[src/rtl/data_mem_bridge.sv]
// data_mem_bridge: CPU data port to word-addressed req/gnt/rvalid memory bus.
// Stalls the CPU until the access completes. Loads return lane-extracted data,
// sign- or zero-extended. Stores are lane-replicated and carry byte enables.
// Build option MISALIGN_TRAP_EN: when defined, misaligned half/word accesses
// are trapped with cpu_err. When undefined, the address is forced to natural
// alignment and the access proceeds normally.
module data_mem_bridge #(
    parameter int unsigned TIMEOUT_CYCLES = 255
) (
    input  logic        clock,
    input  logic        reset,
    input  logic        cpu_req,
    input  logic [31:0] cpu_addr,
    input  logic [31:0] cpu_wdata,
    input  logic [2:0]  cpu_memop,
    input  logic        cpu_we,
    output logic [31:0] cpu_rdata,
    output logic        cpu_stall,
    output logic        cpu_err,
    output logic        mem_req,
    output logic [29:0] mem_addr,
    output logic        mem_we,
    output logic [3:0]  mem_be,
    output logic [31:0] mem_wdata,
    input  logic        mem_gnt,
    input  logic        mem_rvalid,
    input  logic [31:0] mem_rdata
);

    localparam logic [1:0] SZ_BYTE = 2'b00;
    localparam logic [1:0] SZ_HALF = 2'b01;
    localparam logic [1:0] SZ_WORD = 2'b10;

    typedef enum logic [1:0] {IDLE = 2'd0, REQ = 2'd1, WAIT = 2'd2, DONE = 2'd3} state_t;

    state_t      state, state_next;
    logic [31:0] addr_al;
    logic        memop_ok;
    logic        trap;
    logic        timeout_hit;
    logic        done_err;
    logic        done_load;
    logic [31:0] tmo_cnt;
    logic [29:0] addr_q;
    logic [1:0]  off_q;
    logic [2:0]  memop_q;
    logic        we_q;
    logic [3:0]  be_q;
    logic [31:0] wdata_q;
    logic        err_q;

    function automatic logic [3:0] lane_be(input logic [1:0] size, input logic [1:0] off);
        logic [3:0] be;
        case (size)
            SZ_BYTE: be = 4'b0001 << off;
            SZ_HALF: be = 4'b0011 << off;
            default: be = 4'b1111;
        endcase
        return be;
    endfunction

    function automatic logic [31:0] lane_wdata(input logic [1:0] size, input logic [31:0] wdata);
        logic [31:0] wd;
        case (size)
            SZ_BYTE: wd = {4{wdata[7:0]}};
            SZ_HALF: wd = {2{wdata[15:0]}};
            default: wd = wdata;
        endcase
        return wd;
    endfunction

    function automatic logic [31:0] extract(input logic [2:0] memop, input logic [1:0] off,
                                            input logic [31:0] rdata);
        logic [7:0]  b;
        logic [15:0] h;
        logic [31:0] r;
        case (off)
            2'd0:    b = rdata[7:0];
            2'd1:    b = rdata[15:8];
            2'd2:    b = rdata[23:16];
            default: b = rdata[31:24];
        endcase
        h = off[1] ? rdata[31:16] : rdata[15:0];
        case (memop)
            3'b000:  r = {{24{b[7]}}, b};
            3'b100:  r = {24'd0, b};
            3'b001:  r = {{16{h[15]}}, h};
            3'b101:  r = {16'd0, h};
            default: r = rdata;
        endcase
        return r;
    endfunction

    // Decode the incoming request: legality, alignment fixup and trap condition
    always_comb begin
        memop_ok = (cpu_memop == 3'b000) || (cpu_memop == 3'b001) || (cpu_memop == 3'b010) ||
                   (cpu_memop == 3'b100) || (cpu_memop == 3'b101);
        addr_al = cpu_addr;
        if (cpu_memop[1:0] == SZ_HALF) begin
            addr_al[0] = 1'b0;
        end else if (cpu_memop[1:0] == SZ_WORD) begin
            addr_al[1:0] = 2'b00;
        end
`ifdef MISALIGN_TRAP_EN
        trap = ((cpu_memop[1:0] == SZ_HALF) && cpu_addr[0]) ||
               ((cpu_memop[1:0] == SZ_WORD) && (cpu_addr[1:0] != 2'b00));
`else
        trap = 1'b0;
`endif
    end

    assign timeout_hit = (TIMEOUT_CYCLES != 0) && ((tmo_cnt + 32'd1) >= TIMEOUT_CYCLES);

    // Next-state logic; completion beats timeout, timeout beats a bare grant
    always_comb begin
        state_next = state;
        done_err   = 1'b0;
        done_load  = 1'b0;
        case (state)
            IDLE: begin
                if (cpu_req) begin
                    if (!memop_ok || trap) begin
                        state_next = DONE;
                        done_err   = 1'b1;
                    end else begin
                        state_next = REQ;
                    end
                end
            end
            REQ: begin
                if (mem_gnt && mem_rvalid) begin
                    state_next = DONE;
                    done_load  = !we_q;
                end else if (timeout_hit) begin
                    state_next = DONE;
                    done_err   = 1'b1;
                end else if (mem_gnt) begin
                    state_next = WAIT;
                end
            end
            WAIT: begin
                if (mem_rvalid) begin
                    state_next = DONE;
                    done_load  = !we_q;
                end else if (timeout_hit) begin
                    state_next = DONE;
                    done_err   = 1'b1;
                end
            end
            default: state_next = IDLE;
        endcase
    end

    // State register
    always_ff @(posedge clock) begin
        if (reset) state <= IDLE;
        else       state <= state_next;
    end

    // Timeout counter: runs while the bus access is outstanding
    always_ff @(posedge clock) begin
        if (reset || !(state == REQ || state == WAIT)) tmo_cnt <= 32'd0;
        else                                           tmo_cnt <= tmo_cnt + 32'd1;
    end

    // Capture the request in IDLE so bus fields stay stable through REQ
    always_ff @(posedge clock) begin
        if (reset) begin
            addr_q  <= 30'd0;
            off_q   <= 2'd0;
            memop_q <= 3'd0;
            we_q    <= 1'b0;
            be_q    <= 4'd0;
            wdata_q <= 32'd0;
        end else if (state == IDLE && cpu_req) begin
            addr_q  <= addr_al[31:2];
            off_q   <= addr_al[1:0];
            memop_q <= cpu_memop;
            we_q    <= cpu_we;
            be_q    <= lane_be(cpu_memop[1:0], addr_al[1:0]);
            wdata_q <= lane_wdata(cpu_memop[1:0], cpu_wdata);
        end
    end

    // Response register: loaded on entry to DONE, held otherwise
    always_ff @(posedge clock) begin
        if (reset) begin
            err_q     <= 1'b0;
            cpu_rdata <= 32'd0;
        end else if (state != DONE && state_next == DONE) begin
            err_q     <= done_err;
            cpu_rdata <= done_load ? extract(memop_q, off_q, mem_rdata) : 32'd0;
        end
    end

    assign cpu_stall = cpu_req && (state != DONE) && !reset;
    assign cpu_err   = (state == DONE) && err_q;
    assign mem_req   = (state == REQ);
    assign mem_addr  = addr_q;
    assign mem_we    = we_q;
    assign mem_be    = be_q;
    assign mem_wdata = wdata_q;

endmodule

[config.mk]
export PLATFORM = sky130hd
export DESIGN_NAME = data_mem_bridge
export DESIGN_NICKNAME = d
export VERILOG_FILES = /design/src/rtl/data_mem_bridge.sv
export SDC_FILE = /design/constraint.sdc
export NUM_CORES = 1
export LEC_CHECK = 0
export ABC_AREA = 1
export CORE_MARGIN = 2
export CORE_UTILIZATION = 30
export DETAILED_ROUTE_END_ITERATION = 6
export RECOVER_POWER = 100
export SETUP_SLACK_MARGIN = 0.15
export SLEW_MARGIN = 20
export SYNTH_ARGS = -nofsm -noshare
export SYNTH_HDL_FRONTEND = slang
export SYNTH_SLANG_ARGS = --single-unit
[constraint.sdc]
create_clock -name clock -period 7.6 [get_ports clock]
set_input_delay 0.76 -clock clock [delete_from_list [all_inputs] [get_ports clock]]
set_output_delay 0.76 -clock clock [all_outputs]
set_load 0.01 [all_outputs]
==> metrics <==
most frequently used cell type in the post-synthesis netlist nand2_1; tightest hold margin 0.463 ns; share of flip-flops with an asynchronous set or reset after synthesis 0%; largest fanout of any net on the critical path 76; clock insertion delay at the later pin of the skew report 0.43 ns; Longest Clk Path Bufs 2; Final Setup Violations 0; crit path DAT between 5 and 6 ns; post-detail-place hpwl between 15,000 and 20,000 um; Data required, critical path 7.95 ns; synthesized instance count 1,054; Slew Limit Fails 183; Relative slew margins -112%; global-route wire length before repair approximately 37,000 um; clock-pin slew of the registers on the worst-case setup and hold paths 0.07 ns; number of enable flip-flop cells after synthesis 0; number of max-cap violations 3; gr usage total 17.8%; final worst-path setup slack 2.90 ns; Min-Delay Path Class flop to flop; number of buffers inserted during clock tree synthesis 17; leakage power figure 4.18 nW; Power Total 3.15 mW; DR DRC count 0; pin count of the biggest net entering global routing 77; First-pass DRT Iterations 5; instance area at placement 9560 um^2; total number of nets in the final design 1,345; clock skew after layout 0.0158 ns; Die Area between 20,000 and 30,000 um^2; Vias/cell 4.77; number of DRC violations after detailed-routing iteration 0 353; final critical-path share of the clock period 61.9%; post-synthesis instance area between 7000 and 8000 um^2; final period demand of the worst path 4.70 ns; Num Clock Sinks 139; final core utilization 42.2%; flops & latches, synth 139; Placer Congestion 0.855; IR drop worst, VDD ~0.00013 V; Max Clock Freq 0.213 GHz; Core ar. between 20,000 and 25,000 um^2; htree depth 4; final hold vios 0; antenna-violating nets left 0; sum of overflow across all layers after global routing 0; power density cells 310 nW/um^2; main area contributors after synthesis dfxtp_1 (38%), nand2_1 (13%), nor2_1 (10%); Die Span Y between 150 and 200 um; share of the synthesized area in the top cell type between 30% and 40%; endpoint type of the worst setup path flop; via count of the first global-routing pass 7,461; standard-cell row count 57; non-filler instance count after layout 1,571; Starting Density 30.3%; synthesis-to-finish area growth 39.2%; number of different library cells in the post-synthesis netlist 40; cell taking the most area after synthesis dfxtp_1; number of antenna violations at the first check in global routing 1; number of vias after detailed routing 7,496; final std cell area, no fill ~10,000 um^2; Die W 160 um; number of primary I/O pins 207; sequential area share after synthesis approximately two fifths; fraction of layout instances using a drive strength above 1 10.4%; leading register cell type out of synthesis dfxtp_1; average cell area after synthesis 6.94 um^2; ranking of synthesized cells by instance count nand2_1 (251), nor2_1 (195), dfxtp_1 (139); Least-Margin Pin Slew 3.19 ns; outcome finished with violations; total routed wirelength 22,600 um; post-placement setup slack between 3 and 4 ns; unrepaired setup endpoints after global routing no; Fin Setup TNS 0 ns; hold buffer count at CTS 0; type of element launching the critical path input pin; post-CTS resize count 0; Placed Cells 1,536; TritonCTS clock tree built; routed length per placed instance 14.4 um; type of the worst setup path input pin to flop; buffer type at the clock tree root clkbuf_16; number of buffer cells added on primary ports between 200 and 250; yosys synthesis warning count 0; buffers inserted by post-CTS timing repair 0; net count after synthesis 1,166; violations in the final reports max-capacitance violations, max-slew violations
[critical path: stages]
cell           delay [ns]
dlygate4sd3_1        0.53
clkbuf_1             0.58
clkinv_1             0.19
clkbuf_1             2.28
o21ai_0              0.49
nor2_1               0.21
[report_power, final]
part / switching (mW) / leakage (nW) / internal (mW)
combinational: 0.732 / 2.75 / 0.576
clock: 0.377 / 0.284 / 0.438
sequential: 0.124 / 1.14 / 0.904
total: 1.23 / 4.18 / 1.92
[flip-flops by register name (all words and copies together), names as in the netlist]
register and flops:
cpu_rdata 32, off_q 2, err_q 1, mem_be 4, mem_wdata 32, mem_addr 30, tmo_cnt 32, state 2
memop_q 3, mem_we 1
[path summary, 6_finish.rpt]
kind | slack (ns) | end | cells after the start | startpoint
worst min-delay path | 0.46 | mem_wdata[1] | 2 | mem_wdata[1]
worst max register to register | 3.29 | mem_wdata[16] | 10 | state[0]
worst min register to register | 0.46 | mem_wdata[1] | 2 | mem_wdata[1]
worst max-delay path | 2.90 | mem_addr[25] | 6 | reset
[logic make-up (layout without fill, tap and decap cells)]
group	count (synthesis)	after routing	synth area share, %
xor+xnor	6	6	0.719
fa+ha+maj	7	7	1.20
compound gates	209	209	16.6
flops	139	139	38.1
other cells	0	1	0
simple gates	579	579	36.5
buf+inv	114	306	6.90
[layer usage]
layer | vias to the layer above | wire, um | GRT usage [%]
met1 | 3417 | 10200 | 22.4
met4 | 0 | 260 | 4.34
met3 | 21 | 1910 | 6.68
met5 | - | 0 | 0
met2 | 249 | 10200 | 28.9
li1 | 3809 | - | -
[layout by cell type, fill, tap and decap left out, types with 3 or more instances in the layout]
master / n
a21oi_1: 61
a22oi_1: 8
a31oi_1: 5
clkbuf_1: 3
clkbuf_16: 17
clkdlybuf4s50_1: 102
dfxtp_1: 139
dlygate4sd3_1: 104
ha_1: 7
inv_1: 60
inv_6: 5
inv_8: 6
nand2_1: 250
nand2_2: 8
nand3_1: 21
nand3_2: 30
nand3b_1: 16
nand4_1: 4
nor2_1: 194
nor2_2: 41
nor2_4: 9
o211ai_1: 18
o21ai_0: 91
o221ai_1: 11
o41ai_1: 4
xor2_1: 5
[final cells by class]
type                            instances  area [um^2]
Clock buffer                           17          425
Antenna cell                            1         2.50
Inverter                               62          233
Clock inverter                         15          149
Fill cell                            2574        13900
Sequential cell                       139         2780
Tap cell                              324          405
Multi-Input combinational cell        801         4040
Timing Repair Buffer                  212         2140
(Power assumes the default switching activity.)
